**src/rtl/cfg_frame_pkg.sv**
```systemverilog
// cfg_frame_pkg
// Shared definitions for the configuration frame writer:
//   - cfg_state_e        : writer session state
//   - DEFAULT_SYNC_WORD  : word that opens a configuration session
//   - DESYNC_COL         : header column code that ends a session
//   - HDR_*              : bit positions of the header fields
package cfg_frame_pkg;

    typedef enum logic [2:0] {
        ST_IDLE   = 3'd0,
        ST_HEADER = 3'd1,
        ST_DATA   = 3'd2,
        ST_SKIP   = 3'd3,
        ST_SETUP  = 3'd4,
        ST_PULSE  = 3'd5,
        ST_HOLD   = 3'd6
    } cfg_state_e;

    localparam logic [31:0] DEFAULT_SYNC_WORD = 32'hFAB0_FAB1;
    localparam logic [7:0]  DESYNC_COL        = 8'hFF;

    // Header layout: column in the top byte, frame index in a 5-bit field below it.
    localparam int HDR_COL_MSB   = 31;
    localparam int HDR_COL_LSB   = 24;
    localparam int HDR_FRAME_MSB = 20;
    localparam int HDR_FRAME_LSB = 16;

endpackage

```
**src/rtl/cfg_onehot_dec.sv**
```systemverilog
// cfg_onehot_dec
// Binary index to one-hot decoder with enable; used for both the column
// select and the frame strobe of the frame writer.
// Ports:
//   idx_i    : binary index (IDX_W bits)
//   en_i     : when low the output is all zeros
//   onehot_o : WIDTH-bit one-hot result (zero if idx_i >= WIDTH)
module cfg_onehot_dec #(
    parameter int WIDTH = 16,
    parameter int IDX_W = (WIDTH > 1) ? $clog2(WIDTH) : 1
) (
    input  logic [IDX_W-1:0] idx_i,
    input  logic             en_i,
    output logic [WIDTH-1:0] onehot_o
);

    always_comb begin
        onehot_o = '0;
        for (int i = 0; i < WIDTH; i++) begin
            if (en_i && (idx_i == IDX_W'(i))) begin
                onehot_o[i] = 1'b1;
            end
        end
    end

endmodule

```
**src/rtl/cfg_frame_writer.sv**
```systemverilog
// cfg_frame_writer
// Assembles configuration frames from a 32-bit word stream and drives the
// fabric config latches with a setup / pulse / hold sequence so the latch
// enables (ColSelect & FrameStrobe) never overlap a data change.
// Ports:
//   CLK, resetn    : clock, asynchronous active-low reset
//   word_i         : incoming configuration word
//   word_valid_i   : word_i valid; transfer = valid & word_ready_o
//   word_ready_o   : writer can accept a word this cycle
//   FrameData_o    : assembled frame, row k at [k*32 +: 32]
//   ColSelect_o    : one-hot column select (SETUP..HOLD)
//   FrameStrobe_o  : one-hot frame strobe, high only in PULSE
//   busy_o         : session active
//   err_o          : sticky bad-frame-address flag
//   frames_done_o  : frames strobed since reset (wraps)
module cfg_frame_writer
    import cfg_frame_pkg::*;
#(
    parameter int          ROWS           = 16,
    parameter int          COLUMNS        = 16,
    parameter int          FRAMES_PER_COL = 20,
    parameter logic [31:0] SYNC_WORD      = DEFAULT_SYNC_WORD
) (
    input  logic                      CLK,
    input  logic                      resetn,
    input  logic [31:0]               word_i,
    input  logic                      word_valid_i,
    output logic                      word_ready_o,
    output logic [ROWS*32-1:0]        FrameData_o,
    output logic [COLUMNS-1:0]        ColSelect_o,
    output logic [FRAMES_PER_COL-1:0] FrameStrobe_o,
    output logic                      busy_o,
    output logic                      err_o,
    output logic [15:0]               frames_done_o
);

    localparam int ROW_W   = (ROWS > 1) ? $clog2(ROWS) : 1;
    localparam int COL_W   = (COLUMNS > 1) ? $clog2(COLUMNS) : 1;
    localparam int FRAME_W = (FRAMES_PER_COL > 1) ? $clog2(FRAMES_PER_COL) : 1;
    localparam logic [ROW_W-1:0] LAST_ROW = ROW_W'(ROWS - 1);

    cfg_state_e                state_q, state_d;
    logic [ROW_W-1:0]          row_cnt_q, row_cnt_d;
    logic [COL_W-1:0]          col_q, col_d;
    logic [FRAME_W-1:0]        frame_q, frame_d;
    logic [ROWS*32-1:0]        frame_data_q, frame_data_d;
    logic [COLUMNS-1:0]        col_sel_q, col_sel_d;
    logic [FRAMES_PER_COL-1:0] strobe_q, strobe_d;
    logic                      ready_q, ready_d;
    logic                      busy_q, busy_d;
    logic                      err_q, err_d;
    logic [15:0]               frames_done_q, frames_done_d;

    logic                      xfer;
    logic [7:0]                hdr_col;
    logic [4:0]                hdr_frame;
    logic                      hdr_bad;
    logic                      col_en_d;
    logic                      strobe_en_d;

    assign xfer      = word_valid_i & ready_q;
    assign hdr_col   = word_i[HDR_COL_MSB:HDR_COL_LSB];
    assign hdr_frame = word_i[HDR_FRAME_MSB:HDR_FRAME_LSB];
    assign hdr_bad   = ({24'd0, hdr_col} >= 32'(COLUMNS)) ||
                       ({27'd0, hdr_frame} >= 32'(FRAMES_PER_COL));

    // Next-state and datapath. Selects are decoded from the *next* state so
    // they land in their flops on the same edge the state changes, keeping
    // every output registered.
    always_comb begin
        state_d       = state_q;
        row_cnt_d     = row_cnt_q;
        col_d         = col_q;
        frame_d       = frame_q;
        frame_data_d  = frame_data_q;
        err_d         = err_q;
        frames_done_d = frames_done_q;

        case (state_q)
            ST_IDLE: begin
                if (xfer && (word_i == SYNC_WORD)) begin
                    state_d = ST_HEADER;
                end
            end
            ST_HEADER: begin
                if (xfer) begin
                    row_cnt_d = '0;
                    if (hdr_col == DESYNC_COL) begin
                        state_d = ST_IDLE;
                    end else if (hdr_bad) begin
                        err_d   = 1'b1;
                        state_d = ST_SKIP;
                    end else begin
                        col_d   = hdr_col[COL_W-1:0];
                        frame_d = hdr_frame[FRAME_W-1:0];
                        state_d = ST_DATA;
                    end
                end
            end
            ST_DATA: begin
                if (xfer) begin
                    for (int r = 0; r < ROWS; r++) begin
                        if (row_cnt_q == ROW_W'(r)) begin
                            frame_data_d[r*32 +: 32] = word_i;
                        end
                    end
                    if (row_cnt_q == LAST_ROW) begin
                        row_cnt_d = '0;
                        state_d   = ST_SETUP;
                    end else begin
                        row_cnt_d = row_cnt_q + 1'b1;
                    end
                end
            end
            ST_SKIP: begin
                // Payload of a rejected frame is swallowed without touching the frame buffer.
                if (xfer) begin
                    if (row_cnt_q == LAST_ROW) begin
                        row_cnt_d = '0;
                        state_d   = ST_HEADER;
                    end else begin
                        row_cnt_d = row_cnt_q + 1'b1;
                    end
                end
            end
            ST_SETUP: state_d = ST_PULSE;
            ST_PULSE: state_d = ST_HOLD;
            ST_HOLD: begin
                frames_done_d = frames_done_q + 16'd1;
                state_d       = ST_HEADER;
            end
            default: state_d = ST_IDLE;
        endcase
    end

    // Output enables derived from where the FSM is going next.
    always_comb begin
        col_en_d    = (state_d == ST_SETUP) || (state_d == ST_PULSE) || (state_d == ST_HOLD);
        strobe_en_d = (state_d == ST_PULSE);
        ready_d     = (state_d == ST_IDLE) || (state_d == ST_HEADER) ||
                      (state_d == ST_DATA) || (state_d == ST_SKIP);
        busy_d      = (state_d != ST_IDLE);
    end

    cfg_onehot_dec #(
        .WIDTH (COLUMNS),
        .IDX_W (COL_W)
    ) u_col_dec (
        .idx_i    (col_d),
        .en_i     (col_en_d),
        .onehot_o (col_sel_d)
    );

    cfg_onehot_dec #(
        .WIDTH (FRAMES_PER_COL),
        .IDX_W (FRAME_W)
    ) u_frame_dec (
        .idx_i    (frame_d),
        .en_i     (strobe_en_d),
        .onehot_o (strobe_d)
    );

    // Single state/output register. The async reset clears the latch enables
    // immediately, even in the middle of a strobe pulse.
    always_ff @(posedge CLK or negedge resetn) begin
        if (!resetn) begin
            state_q       <= ST_IDLE;
            row_cnt_q     <= '0;
            col_q         <= '0;
            frame_q       <= '0;
            frame_data_q  <= '0;
            col_sel_q     <= '0;
            strobe_q      <= '0;
            ready_q       <= 1'b1;
            busy_q        <= 1'b0;
            err_q         <= 1'b0;
            frames_done_q <= '0;
        end else begin
            state_q       <= state_d;
            row_cnt_q     <= row_cnt_d;
            col_q         <= col_d;
            frame_q       <= frame_d;
            frame_data_q  <= frame_data_d;
            col_sel_q     <= col_sel_d;
            strobe_q      <= strobe_d;
            ready_q       <= ready_d;
            busy_q        <= busy_d;
            err_q         <= err_d;
            frames_done_q <= frames_done_d;
        end
    end

    assign word_ready_o  = ready_q;
    assign FrameData_o   = frame_data_q;
    assign ColSelect_o   = col_sel_q;
    assign FrameStrobe_o = strobe_q;
    assign busy_o        = busy_q;
    assign err_o         = err_q;
    assign frames_done_o = frames_done_q;

endmodule

```
**config.mk**
```make
export PLATFORM = sky130hd
export DESIGN_NAME = cfg_frame_writer
export DESIGN_NICKNAME = d
export VERILOG_FILES = /design/src/rtl/cfg_frame_pkg.sv /design/src/rtl/cfg_onehot_dec.sv /design/src/rtl/cfg_frame_writer.sv
export SDC_FILE = /design/constraint.sdc
export NUM_CORES = 1
export LEC_CHECK = 0
export CAP_MARGIN = 20
export CORE_MARGIN = 1.5
export CORE_UTILIZATION = 25
export DETAILED_ROUTE_END_ITERATION = 10
export PLACE_DENSITY = 0.56
export SYNTH_ARGS = -nofsm -noshare
export SYNTH_HDL_FRONTEND = slang
export SYNTH_SLANG_ARGS = --single-unit
```
**constraint.sdc**
```tcl
create_clock -name CLK -period 2.6 [get_ports CLK]
set_clock_uncertainty 0.15 [all_clocks]
set_input_delay 0.52 -clock CLK [delete_from_list [all_inputs] [get_ports CLK]]
set_output_delay 0.52 -clock CLK [all_outputs]
set_load 0.02 [all_outputs]
```
# [Word-level counts from Yosys, hierarchy flattened]
# Cells that the tools add are included.
[op_classes] mux=57 n_eq_ne=65 div=0 n_reduce_logical=69 n_bitwise=2 shift=0 n_mul=0 n_addsub=2 magnitude_cmp=2
[op_table] op="4-bit equality test (second input constant)" count=16
[op_table] op="3-bit AND reduction" count=17
[op_table] op="5-bit by 4-bit equality test with 1-bit output (second input constant)" count=8
[op_table] op="1-bit logical AND" count=37
[op_table] op="1-bit two-way mux" count=37
[op_table] op="32-bit equality test (second input constant)" count=1
[op_table] op="4-bit by 3-bit equality test with 1-bit output (second input constant)" count=8
[op_table] op="4-bit two-way mux" count=7
[op_table] op="3-bit one-hot mux with 7 select lines" count=1
[op_table] op="5-bit by 3-bit equality test with 1-bit output (second input constant)" count=4
[op_table] op="5-bit equality test (second input constant)" count=4
[op_table] op="5-bit two-way mux" count=4
[op_table] op="3-bit equality test (second input constant)" count=6
[op_table] op="3-bit two-way mux" count=6
[op_table] op="16-bit by 1-bit adder with 16-bit output (second input constant)" count=1
[op_table] op="4-bit by 2-bit equality test with 1-bit output (second input constant)" count=4
[op_table] op="3-bit by 2-bit equality test with 1-bit output (second input constant)" count=4
[op_table] op="5-bit by 2-bit equality test with 1-bit output (second input constant)" count=2
[op_table] op="4-bit by 1-bit equality test with 1-bit output (second input constant)" count=2
[op_table] op="8-bit equality test (second input constant)" count=1
[op_table] op="8-bit by 5-bit greater-or-equal comparator with 1-bit output (second input constant)" count=1
[op_table] op="4-bit zero test" count=2
[op_table] op="4-bit one-hot mux with 2 select lines" count=1
[op_table] op="3-bit by 1-bit equality test with 1-bit output (second input constant)" count=2
[op_table] op="15 further kinds" count=21
[totals] memories=0 elab_cells=223 mem_bits_rw=0 romBits=0 regBits=583 latch_bits=0 out_inout_bits=567

# [Depth between registers and ports, before layout]
# Gate-level depths: netlist of the first run.
[logic_depth] word_depth=11 mapped_depth=7 depth_no_buf=7

# [By module]
# From an unflattened synthesis of the first run, not the netlist that was laid out.
[hier_totals] cells_unflattened=1373 area_unflattened_um2=21956.1
[modules_own_cells] module="cfg_frame_writer" seq_area_each_um2=14590.2 area_per_inst_um2=21679.5 instances=1 cells_each=1322
[modules_own_cells] module="cfg_onehot_dec (u_frame_dec)" seq_area_each_um2=0.0 area_per_inst_um2=158.9 instances=1 cells_each=28
[modules_own_cells] module="cfg_onehot_dec (u_col_dec)" seq_area_each_um2=0.0 area_per_inst_um2=117.6 instances=1 cells_each=23

# [Least setup slack after synthesis of the first run]
# Ideal clock, no wire load.
[synth_path] path_type="input port to flip-flop" from="input word_i[24]" to="register busy_q, in the netlist busy_o" path_stages=5 slack_ps=255 n_path_buf=1 arrival_time_ps=2131 path_cell_list="clkbuf_2 > or4b_1 > or4_1 > or3_1 > or4b_1"
[synth_between] elab_chain_len=7 elab_cells_between_ends=11 cone_classes="1 x order compare; 2 x eq/ne; 5 x mux; 3 x reduce/logical"
[synth_lines] element="from (decl)" line_no="cfg_frame_writer.sv:26" text="input logic [31:0] word_i,"
[synth_lines] element="8-bit by 5-bit greater-or-equal comparator with 1-bit output" line_no="cfg_frame_writer.sv:64" text="assign hdr_bad = ({24'd0, hdr_col} >= 32'(COLUMNS)) ||"
[synth_lines] element="1-bit logical OR" line_no="cfg_frame_writer.sv:64"
[synth_lines] element="1-bit two-way mux" line_no="cfg_frame_writer.sv:90" text="end else if (hdr_bad) begin"
[synth_lines] element="2-bit two-way mux" line_no="cfg_frame_writer.sv:88" text="if (hdr_col == DESYNC_COL) begin"
[synth_lines] element="3-bit two-way mux" line_no="cfg_frame_writer.sv:86" text="if (xfer) begin"
[synth_lines] element="3-bit one-hot mux with 7 select lines (*)" line_no="cfg_frame_writer.sv:79" text="case (state_q)"
[synth_lines] element="3-bit nonzero test (*)" line_no="cfg_frame_writer.sv:142" text="busy_d = (state_d != ST_IDLE);"
[synth_lines] element="via busy_d" line_no="cfg_frame_writer.sv:50" text="logic busy_q, busy_d;"
[synth_lines] element="to (signal assigned)" line_no="cfg_frame_writer.sv:187" text="busy_q <= busy_d;"
[synth_lines] element="to (decl)" line_no="cfg_frame_writer.sv:50"
# The timed path passes the listed nets; every way through them passes the cells marked *.
# A chain may end at the register's enable or synchronous reset.

# [Final worst setup path of the first run]
[layout_path] from="register ready_q, in the netlist word_ready_o" to="output word_ready_o"
[layout_lines] element="from (decl)" line_no="cfg_frame_writer.sv:49" text="logic ready_q, ready_d;"
[layout_lines] element="from (signal assigned)" line_no="cfg_frame_writer.sv:186" text="ready_q <= ready_d;"
[layout_lines] element="to (decl)" line_no="cfg_frame_writer.sv:28" text="output logic word_ready_o,"
# No word-level cell between the ends.

==> results by group, run 1 <==
STA
  – Setup violators final: 0
  – Max-slew violations: 0
  – Final WS setup: 95.4 ps
  – Setup TNS: 0 ps
  – Fmax achieved: 0.399 GHz
  – RSZ-0062 raised after global routing: false
  – Worst-Margin Slew: 777 ps
  – Fin crit period: 2500 ps
  – Tcrit/Tclk final: 0.963
  – Final Hold Fails: 0
  – Max-slew headroom: 0.482

Clocking
  – Clock-pin slew on the worst setup and hold paths: 70 ps
  – CTS Sinks: 583
  – Clock Tree Root: clkbuf_16
  – Clock Latency Late Sink: 610 ps
  – CTS Buffer Depth: 3
  – CTS tree: built
  – CTS H-tree depth: 3
  – CTS Buf Count: 70

Setup path
  – Critical Path RT: 1930 ps
  – Worst path slowest cell: clkdlybuf4s50_1
  – Crit path largest cell delay: 660 ps
  – Buf/Inv on CP: 1
  – WS Path Type: register to output pin
  – Delay-heaviest family, CP: buffers and inverters
  – Critical Path Sink Type: output pin
  – CP cell instances: clkdlybuf4s50_1
  – Worst endpoint data arrival time: 1830 ps
  – R2r setup slk: 280 ps
  – Crit path max fanout: 6
  – Worst setup SP type: register

Placed design
  – Detailed placement HPWL: 56300 µm
  – Gpl congestion: 0.816
  – Pre-CTS setup slack: -432 ps
  – # port buffers: 601
  – DP Area: 30300 µm²

Hold path
  – Hold Crit Class: input pin to asynchronous set/reset pin

Logic synthesis
  – Number of flops mapped to enable cells by yosys: 0
  – Post-Syn Area: 22000 µm²
  – FFs w/ async S/R, synth: 1.00
  – Avg Cell Area, Syn: 15.9 µm²
  – Number of synthesized register bits: 583
  – Distinct cells, synth: 45
  – Post-synth net total: 1428
  – Sequential element share of the synthesized area: 0.663
  – YS warnings: 0
  – Post-Synthesis Cells: 1388
  – Main synth FF type: dfrtp_1

Global routing
  – Pin count of the biggest net entering global routing: 68
  – Global-route wire length before repair: 113000 µm
  – Vias in the first global route: 15.5k
  – Initial antenna violation count: 5
  – GRT Util Overall: 0.173
  – Total grt overflow: 0

Cells and area
  – Area grow syn2layout: 48.7%
  – Nets@finish: 2123
  – Final instance area: 32700 µm²
  – Fillers: 8287
  – Post-layout util: 0.376
  – Share of cells above drive strength 1: 0.363

Status
  – Status: finished, final reports clean

Die
  – Die Y: 300 µm
  – Die Width: 300 µm
  – # IOs: 602
  – Core area: 87000 µm²
  – Starting density of the core: 0.253
  – Die area: 89900 µm²
  – Row cnt: 108

Routing
  – Antenna-violating nets left: 0
  – Drt total wl: 79100 µm
  – DRC: 0
  – Vias per cell: 4.39
  – First-pass DRT Iterations: 4
  – Iter 0 DRT Violations: 545
  – Vias: 14.5k
  – WL per Instance: 24.0 µm

Power and ir drop
  – Tot Pwr: 21100 µW
  – P_leak: 0.0156 µW
  – Cell area power density: 646 nW/µm²
  – Peak supply drop: 0.433 mV

Flow run
  – Max cap viols: 0
flip-flops by register name (all words and copies together), names as in the netlist:
register       cells
busy_o             1
col_q              4
frame_q            5
ColSelect_o       16
FrameStrobe_o     20
word_ready_o       1
frames_done_o     16
err_o              1
FrameData_o      512
state_q            3
row_cnt_q          4
Yosys cell counts (2+ instances only):
| cell type | n | area (µm²) |
|---|---|---|
| a21o_1 | 5 | 37.5 |
| a21oi_1 | 9 | 45.0 |
| a22o_1 | 2 | 17.5 |
| and3_1 | 5 | 31.3 |
| and3b_1 | 2 | 17.5 |
| and4_1 | 3 | 26.3 |
| buf_1 | 17 | 63.8 |
| buf_2 | 36 | 180 |
| clkbuf_1 | 40 | 150 |
| dfrtp_1 | 582 | 14600 |
| ha_1 | 5 | 62.6 |
| inv_1 | 4 | 15.0 |
| mux2_2 | 522 | 5880 |
| nand2_1 | 23 | 86.3 |
| nand2b_1 | 9 | 56.3 |
| nand3_1 | 20 | 100 |
| nand3b_1 | 6 | 45.0 |
| nand4_1 | 7 | 43.8 |
| nand4b_1 | 3 | 26.3 |
| nor2_1 | 29 | 109 |
| nor2b_1 | 3 | 18.8 |
| nor3_1 | 9 | 45.0 |
| nor3_2 | 2 | 20.0 |
| nor4_1 | 3 | 18.8 |
| nor4_2 | 2 | 25.0 |
| nor4b_1 | 2 | 17.5 |
| o21ai_0 | 5 | 25.0 |
| or4_1 | 2 | 15.0 |
| or4b_1 | 2 | 20.0 |
| xnor2_1 | 11 | 96.3 |
| xor2_1 | 4 | 35.0 |
through the flow:
step                      hold WS (ps)  cells
final                              318   3293
after global routing               348   3292
after CTS                          340   3290
after detailed placement           323   3165
after global placement             313   3164
after floorplan                   74.4   1388
layer usage:
metal	GRT usage	vias up	part of all wire
met5	0	-	0.00016
met4	0.0761	2	0.042
met3	0.0402	160	0.054
met2	0.299	419	0.51
met1	0.205	7593	0.40
li1	-	6284	-
cells by family after synthesis:
kind of cell    count (synthesis)  share of synthesized area
mux                           522                      0.267
xor+xnor                       15                    0.00597
flops                         583                      0.663
fa+ha+maj                       5                    0.00284
simple gates                  137                     0.0345
buf+inv                       100                     0.0195
compound gates                 26                    0.00767
cell type report:
type	count	area (µm²)	area share
Antenna cell	3	7.51	0.000229
Clock buffer	94	2010	0.0615
Clock inverter	30	407	0.0124
Inverter	5	18.8	0.000573
Multi-Input combinational cell	705	7040	0.215
Sequential cell	583	14600	0.446
Tap cell	1155	1450	0.0441
Timing Repair Buffer	718	7220	0.221
report_power, final:
group	total [µW]	internal (µW)	switching, µW
sequential	9470	9270	195
combinational	1500	612	885
clock	10200	6100	4070
total	21100	16000	5150
cell usage in the layout, fill, tap and decap left out, types with 3 or more instances in the layout:
master,Yosys,final
a21o_1,5,5
a21oi_1,9,9
and3_1,5,5
and4_1,3,3
buf_12,0,26
buf_4,0,89
bufinv_16,0,6
clkbuf_1,40,7
clkbuf_16,0,70
clkbuf_8,0,17
clkdlybuf4s50_1,0,599
clkinv_2,0,8
clkinv_4,0,3
clkinvlp_4,0,3
dfrtp_1,582,582
diode_2,0,3
ha_1,5,5
inv_1,4,4
inv_6,0,5
mux2_2,522,522
nand2_1,23,11
nand2_2,0,12
nand2b_1,9,9
nand3_1,20,20
nand3b_1,6,6
nand4_1,7,7
nand4b_1,3,3
nor2_1,29,29
nor2b_1,3,3
nor3_1,9,9
nor4_1,3,3
o21ai_0,5,5
xnor2_1,11,11
xor2_1,4,4
final timing paths:
| kind | to | from | depth (start not counted) |
|---|---|---|---|
| worst max register to register | busy_o$_DFF_PN0_ | state_q[1]$_DFF_PN0_ | 4 |
| min in group CLK | frames_done_o[15]$_DFFE_PN0N_ | frames_done_o[15]$_DFFE_PN0N_ | 1 |
| worst min register to register | frames_done_o[15]$_DFFE_PN0N_ | frames_done_o[15]$_DFFE_PN0N_ | 1 |
| worst min-delay path | FrameData_o[73]$_DFFE_PN0P_ | resetn | 2 |
| worst max-delay path | word_ready_o | word_ready_o$_DFF_PN1_ | 1 |
| max in group asynchronous | FrameData_o[8]$_DFFE_PN0P_ | resetn | 3 |
what timing repair did:
action / CTS / global route
hold buffers: 1 / 0
endpoints found under the hold margin: 48 / 0
gates resized for setup: 0 / 0
buffers inserted: 0 / 0
worst register-to-register path, delay by kind of cell (launching register included):
| family | cells | cell delay (ps) |
|---|---|---|
| simple gates | 4 | 1590 |
| flops | 1 | 500 |
No activity file was read; power rests on OpenSTA's default activity.
==> run 2, diff against run 1 <==
Settings changed: PLACE_DENSITY 0.56 to default, SLEW_MARGIN from default to 40.
==> results by group, run 2 (synthesized netlist as in run 1, its figures left out) <==
Status
  – Status: finished, final reports clean

Power and ir drop
  – Peak supply drop: 0.386 mV (-11%)
  – Cell area power density: 634 nW/µm² (-1.8%)
  – Sequential share of power: 0.457 (+0.009)
  – Tot Pwr: 20700 µW (-2.0%)
  – Clk pwr share: 0.470 (-0.011)
  – Power share of the combinational group: 0.073 (+0.002)
  – Int Power: 15700 µW (-1.8%)
  – P_leak: 0.0156 µW (-0.21%)
  – NetSw: 5020 µW (-2.6%)
  – Switching Fraction: 0.242 (-0.00135)

Routing
  – Iter 0 DRT Violations: 594 (+9.0%)
  – Antenna-violating nets left: 0 (unchanged)
  – Drt total wl: 77300 µm (-2.2%)
  – Vias per cell: 4.38 (-0.27%)
  – First-pass DRT Iterations: 5 (+1)
  – Vias: 14.4k (-0.42%)
  – WL per Instance: 23.5 µm (-2.0%)
  – DRC: 0 (unchanged)

Setup path
  – Worst endpoint data arrival time: 1840 ps (about the same)
  – Critical Path RT: 1930 ps (about the same)
  – Worst Setup EP: word_ready_o
  – Worst r2r dst: busy_o$_DFF_PN0_
  – Delay-heaviest family, CP: buffers and inverters
  – Buf/Inv on CP: 1 (unchanged)
  – R2r setup slk: 290 ps (about the same)
  – Critical Path Sink Type: output pin
  – Setup crit start: word_ready_o$_DFF_PN1_
  – Worst path slowest cell: clkdlybuf4s50_1
  – WS Path Type: register to output pin
  – Crit path max fanout: 6 (unchanged)
  – Worst R2R Start: row_cnt_q[0]$_DFFE_PN0P_
  – Worst setup SP type: register
  – CP cell instances: clkdlybuf4s50_1
  – Stages on worst setup path: 1 (unchanged)
  – R2R depth: 5 (+1)
  – Crit path largest cell delay: 680 ps (+20 ps)

Clocking
  – Clock-pin slew on the worst setup and hold paths: 60 ps (about the same)
  – Clock Tree Root: clkbuf_16
  – Clock Latency Late Sink: 590 ps (-20 ps)
  – CTS tree: built
  – Setup bufs post-CTS: 0 (unchanged)
  – CTS Buffer Depth: 3 (unchanged)
  – CTS Buf Count: 68 (-2.9%)
  – CTS Sinks: 583 (unchanged)
  – CTS H-tree depth: 3 (unchanged)

STA
  – RSZ-0062 raised after global routing: false
  – Tcrit/Tclk final: 0.966 (+0.00281)
  – Final Hold Fails: 0 (unchanged)
  – Setup violators final: 0 (unchanged)
  – Max-slew headroom: 0.497 (+0.0152)
  – Fin crit period: 2510 ps (+7.30 ps)
  – Max-slew violations: 0 (unchanged)
  – Fmax achieved: 0.398 GHz (-0.29%)
  – Final WS setup: 88.1 ps (-7.30 ps)
  – Worst-Margin Slew: 747 ps (-29.6 ps)

Die
  – # IOs: 602 (unchanged)
  – Row cnt: 108 (unchanged)
  – Die Width: 300 µm (unchanged)
  – Die Y: 300 µm (unchanged)
  – Core area: 87000 µm² (unchanged)
  – Starting density of the core: 0.253 (unchanged)
  – Die area: 89900 µm² (unchanged)

Cells and area
  – Nets@finish: 2116 (-0.33%)
  – Share of cells above drive strength 1: 0.360 (-0.00303)
  – Post-layout util: 0.375 (-0.000834)
  – Most common cell after layout, fill and taps aside: clkdlybuf4s50_1
  – Area grow syn2layout: 48.3%
  – Most frequent cells in the layout: clkdlybuf4s50_1, dfrtp_1, mux2_2, buf_4, clkbuf_16
  – Fin cells: 3288 (-0.15%)
  – Max FFs per register: 512 (unchanged)

Global routing
  – Total grt overflow: 0 (unchanged)
  – Initial antenna violation count: 6 (+1)
  – GRT Util Overall: 0.170 (-0.00324)
  – Vias in the first global route: 15.5k (-0.20%)
  – Pin count of the biggest net entering global routing: 76 (+12%)
  – Global-route wire length before repair: 111000 µm (-1.3%)

Placed design
  – # port buffers: 601 (unchanged)
  – Inst Count DP: 3160 (-0.16%)
  – Detailed placement HPWL: 55000 µm (-2.3%)
  – Pre-CTS setup slack: -422 ps (+9.61 ps)
  – Gpl congestion: 0.831 (+1.8%)

Hold path
  – Hold_sp: err_o$_DFFE_PN0P_
  – Hold Crit Class: register to register

Flow run
  – Max cap viols: 0 (unchanged)
==> run 2: changes by cell type in the layout (fill, tap and decap cells not counted), moves of 3 or more <==
cell        before  now
buf_4           89   81
bufinv_16        6    3
clkinv_2         8   13
inv_6            5    0
buf_12          26   30
clkinvlp_4       3    0
==> run 2: worst register-to-register path, stage by stage, from the launching register on <==
cell	delay [ps]
dfrtp_1	450
ha_1	200
nand3_1	210
or2_2	350
a221o_1	320
or4b_1	480
==> run 2: how the worst min path moves through the flow <==
stage,endpoint,slack [ps],cells after the start
final,err_o$_DFFE_PN0P_,320,1
after global routing,err_o$_DFFE_PN0P_,350,1
after CTS,err_o$_DFFE_PN0P_,310,1
after detailed placement,err_o$_DFFE_PN0P_,300,1
after global placement,err_o$_DFFE_PN0P_,300,1
after floorplan,ColSelect_o[0]$_DFF_PN0_,70,0
==> run 2: power by group through the flow <==
| stage | registers [µW] | clock network, µW | logic (µW) |
|---|---|---|---|
| 2_1_floorplan | 9720 | 0 | 463 |
| 3_3_place_gp | 9600 | 0 | 1500 |
| 3_5_place_dp | 9620 | 0 | 1530 |
| 4_1_cts | 9450 | 10100 | 1540 |
| 5_1_grt | 9480 | 10400 | 1630 |
| 6_report | 9460 | 9740 | 1510 |
==> run 2: layout make-up <==
| cell class | count | area (µm²) |
|---|---|---|
| diodes | 5 | 12.5 |
| clock buffers | 97 | 2030 |
| clock inverters | 25 | 293 |
| fillers | 8285 | 54400 |
| inverters | 5 | 18.8 |
| multi-input cells | 705 | 7040 |
| flip-flops and latches | 583 | 14600 |
| well taps | 1155 | 1450 |
| repair buffers | 713 | 7230 |
==> run 2: through the flow <==
stage          hold WS, ps  instance area [µm²]  TNS, ps
6_report               319                32700        0
5_1_grt                348                32700        0
4_1_cts                313                32700        0
3_5_place_dp           302                30300   -29670
3_3_place_gp           298                30300   -19850
2_1_floorplan         74.4                22000        0
==> run 2: what timing repair did <==
item	in CTS	in global routing
gates resized for setup	0	0
hold endpoints to repair	37	0
hold buffers	1	0
==> run 2: metal layers <==
| metal | share of wire | track usage | up-vias |
|---|---|---|---|
| met3 | 0.057 | 0.0413 | 137 |
| met5 | 0.00017 | 0 | - |
| met1 | 0.41 | 0.206 | 7539 |
| li1 | - | - | 6288 |
| met2 | 0.50 | 0.290 | 431 |
| met4 | 0.036 | 0.0660 | 2 |
==> run 3, diff against run 2 <==
--- a/config.mk
+++ b/config.mk
@@ -7,2 +7,3 @@
 export LEC_CHECK = 0
+export ABC_CLOCK_PERIOD_IN_PS = 2600
 export CAP_MARGIN = 20
@@ -10,2 +11,3 @@
 export CORE_UTILIZATION = 25
+export CTS_CLUSTER_DIAMETER = 80
 export DETAILED_ROUTE_END_ITERATION = 10
==> constraint.sdc (replaced) <==
create_clock -name CLK -period 2.6 [get_ports CLK]
set_clock_uncertainty 0.15 [all_clocks]
set_input_delay 0.26 -clock CLK [delete_from_list [all_inputs] [get_ports CLK]]
set_output_delay 0.26 -clock CLK [all_outputs]
set_load 0.02 [all_outputs]
==> results by group, run 3 (synthesized netlist as in run 1, its figures left out) <==
Status
  – Status: finished, final reports clean

Routing
  – WL per Instance: 23.5 µm (about the same)
  – Vias per cell: 4.41 (+0.78%)
  – Antenna-violating nets left: 0 (unchanged)
  – Vias: 14.4k (+0.32%)
  – First-pass DRT Iterations: 4 (-1)
  – Drt total wl: 77000 µm (-0.44%)
  – Iter 0 DRT Violations: 586 (-1.3%)
  – DRC: 0 (unchanged)

Die
  – Core area: 87000 µm² (unchanged)
  – # IOs: 602 (unchanged)
  – Die area: 89900 µm² (unchanged)
  – Row cnt: 108 (unchanged)
  – Starting density of the core: 0.253 (unchanged)
  – Die Y: 300 µm (unchanged)
  – Die Width: 300 µm (unchanged)

Setup path
  – Buf/Inv on CP: 0 (-1)
  – WS Path Type: register to register
  – Crit path largest cell delay: 660 ps (-20 ps)
  – Worst setup SP type: register
  – Critical Path RT: 2980 ps (+1050 ps)
  – Worst path slowest cell: or4_1
  – Worst endpoint data arrival time: 2740 ps (+900 ps)
  – Crit path max fanout: 13 (+7)
  – Critical Path Sink Type: register
  – Delay-heaviest family, CP: simple AND/OR/NAND/NOR gates
  – CP cell instances: nand3b_1, or4_1, or3_1, or4b_1

Power and ir drop
  – Sequential share of power: 0.448 (-0.009)
  – Int Power: 16200 µW (+3.0%)
  – Peak supply drop: 0.445 mV (+15%)
  – Power share of the combinational group: 0.069 (-0.004)
  – Clk pwr share: 0.483 (+0.013)
  – NetSw: 4980 µW (-0.76%)
  – Cell area power density: 649 nW/µm² (+2.4%)
  – Tot Pwr: 21100 µW (+2.1%)
  – Switching Fraction: 0.235 (-0.00682)
  – P_leak: 0.0155 µW (-0.54%)

Clocking
  – Clock Tree Root: clkbuf_16
  – Post-cts sizing count: 0 (unchanged)
  – Clock Latency Late Sink: 590 ps (about the same)
  – CTS Sinks: 583 (unchanged)
  – CTS Buf Count: 69 (+1.5%)
  – CTS H-tree depth: 3 (unchanged)
  – Clock-pin slew on the worst setup and hold paths: 60 ps (about the same)
  – Hold_buf cts: 1 (unchanged)
  – Setup bufs post-CTS: 0 (unchanged)
  – CTS Buffer Depth: 3 (unchanged)
  – CTS tree: built

Placed design
  – Gpl congestion: 0.838 (+0.83%)
  – # port buffers: 601 (unchanged)
  – Detailed placement HPWL: 55100 µm (+0.14%)
  – Inst Count DP: 3147 (-0.41%)

Cells and area
  – Nets@finish: 2104 (-0.57%)
  – Area grow syn2layout: 47.9%
  – Max FFs per register: 512 (unchanged)
  – Fillers: 8245 (-0.48%)
  – Most common cell after layout, fill and taps aside: clkdlybuf4s50_1
  – Post-layout util: 0.374 (-0.00111)
  – Most frequent cells in the layout: clkdlybuf4s50_1, dfrtp_1, mux2_2, buf_4, clkbuf_16
  – Fin cells: 3273 (-0.46%)
  – Share of cells above drive strength 1: 0.357 (-0.00363)

Flow run
  – Max cap viols: 0 (unchanged)

Global routing
  – Total grt overflow: 0 (unchanged)
  – M3 GR Usage: 0.0414 (+0.000145)
  – GRT Util Overall: 0.169 (-0.000774)
  – Global-route wire length before repair: 111000 µm (-0.78%)
  – Grt peak-use layer: met2
  – Met1 GRT Util: 0.202 (-0.00462)
  – Initial antenna violation count: 7 (+1)
  – Pin count of the biggest net entering global routing: 65 (-14%)
  – Vias in the first global route: 15.5k (+0.15%)
  – Routing usage on met2: 0.289 (-0.00154)

STA
  – RSZ-0062 raised after global routing: false
  – Max-slew headroom: 0.559 (+0.0621)
  – Final hold slack: 83.1 ps (-236 ps)
  – Fin crit period: 2350 ps (-162 ps)
  – Fmax achieved: 0.425 GHz (+6.9%)
  – Final Hold Fails: 0 (unchanged)
  – Max-slew violations: 0 (unchanged)
  – Setup TNS: 0 ps (unchanged)
  – Setup violators final: 0 (unchanged)
  – Tcrit/Tclk final: 0.904 (-0.0622)
  – Worst-Margin Slew: 661 ps (-86.3 ps)

Hold path
  – Hold Crit Class: input pin to asynchronous set/reset pin
run 3: cell count changes in the layout (fill, tap and decap cells not counted), sizes merged:
cell / delta
bufinv: +4
diode: -3
inv: +3
clkinv: -13
buf: -13
clkbuf: +4
clkinvlp: +3
run 3: layer usage:
layer  routed length [µm]  part of all wire
met3                 4850             0.063
met1                30700              0.40
met2                38400              0.50
met4                 3050             0.040
met5                   56           0.00073
run 3: final cells by class:
type                    count  area, µm²  share of cell area
flip-flops and latches    583      14600               0.448
clock inverters            22        352              0.0108
inverters                   5       18.8            0.000576
repair buffers            700       7020               0.216
well taps                1155       1450              0.0444
clock buffers             101       2090              0.0642
multi-input cells         705       7040               0.216
diodes                      2       5.00            0.000154
run 3: stage by stage:
step,instance area (µm²),setup slack [ps]
after global routing,32600,53.3
final,32600,250
after floorplan,22000,502
after detailed placement,30100,-175
after CTS,32600,168
after global placement,30100,-179
run 3: final timing paths:
path                       cells after the start            startpoint  slack [ps]                            to
max                                            4  state_q[1]$_DFF_PN0_         250              busy_o$_DFF_PN0_
min                                            2                resetn          80   FrameData_o[74]$_DFFE_PN0P_
max reg2reg                                    4  state_q[1]$_DFF_PN0_         250              busy_o$_DFF_PN0_
min reg2reg                                    1     err_o$_DFFE_PN0P_         320             err_o$_DFFE_PN0P_
max in group asynchronous                      3                resetn        1330   FrameData_o[43]$_DFFE_PN0P_
min in group CLK                               3            word_i[24]         230  FrameData_o[504]$_DFFE_PN0P_
run 3: power by group through the flow:
stage	clock, µW	combinational [µW]	sequential, µW
floorplan	0	463	9720
global placement	0	1460	9620
detailed placement	0	1490	9630
CTS	10500	1490	9470
global route	10900	1570	9500
finish	10200	1460	9470
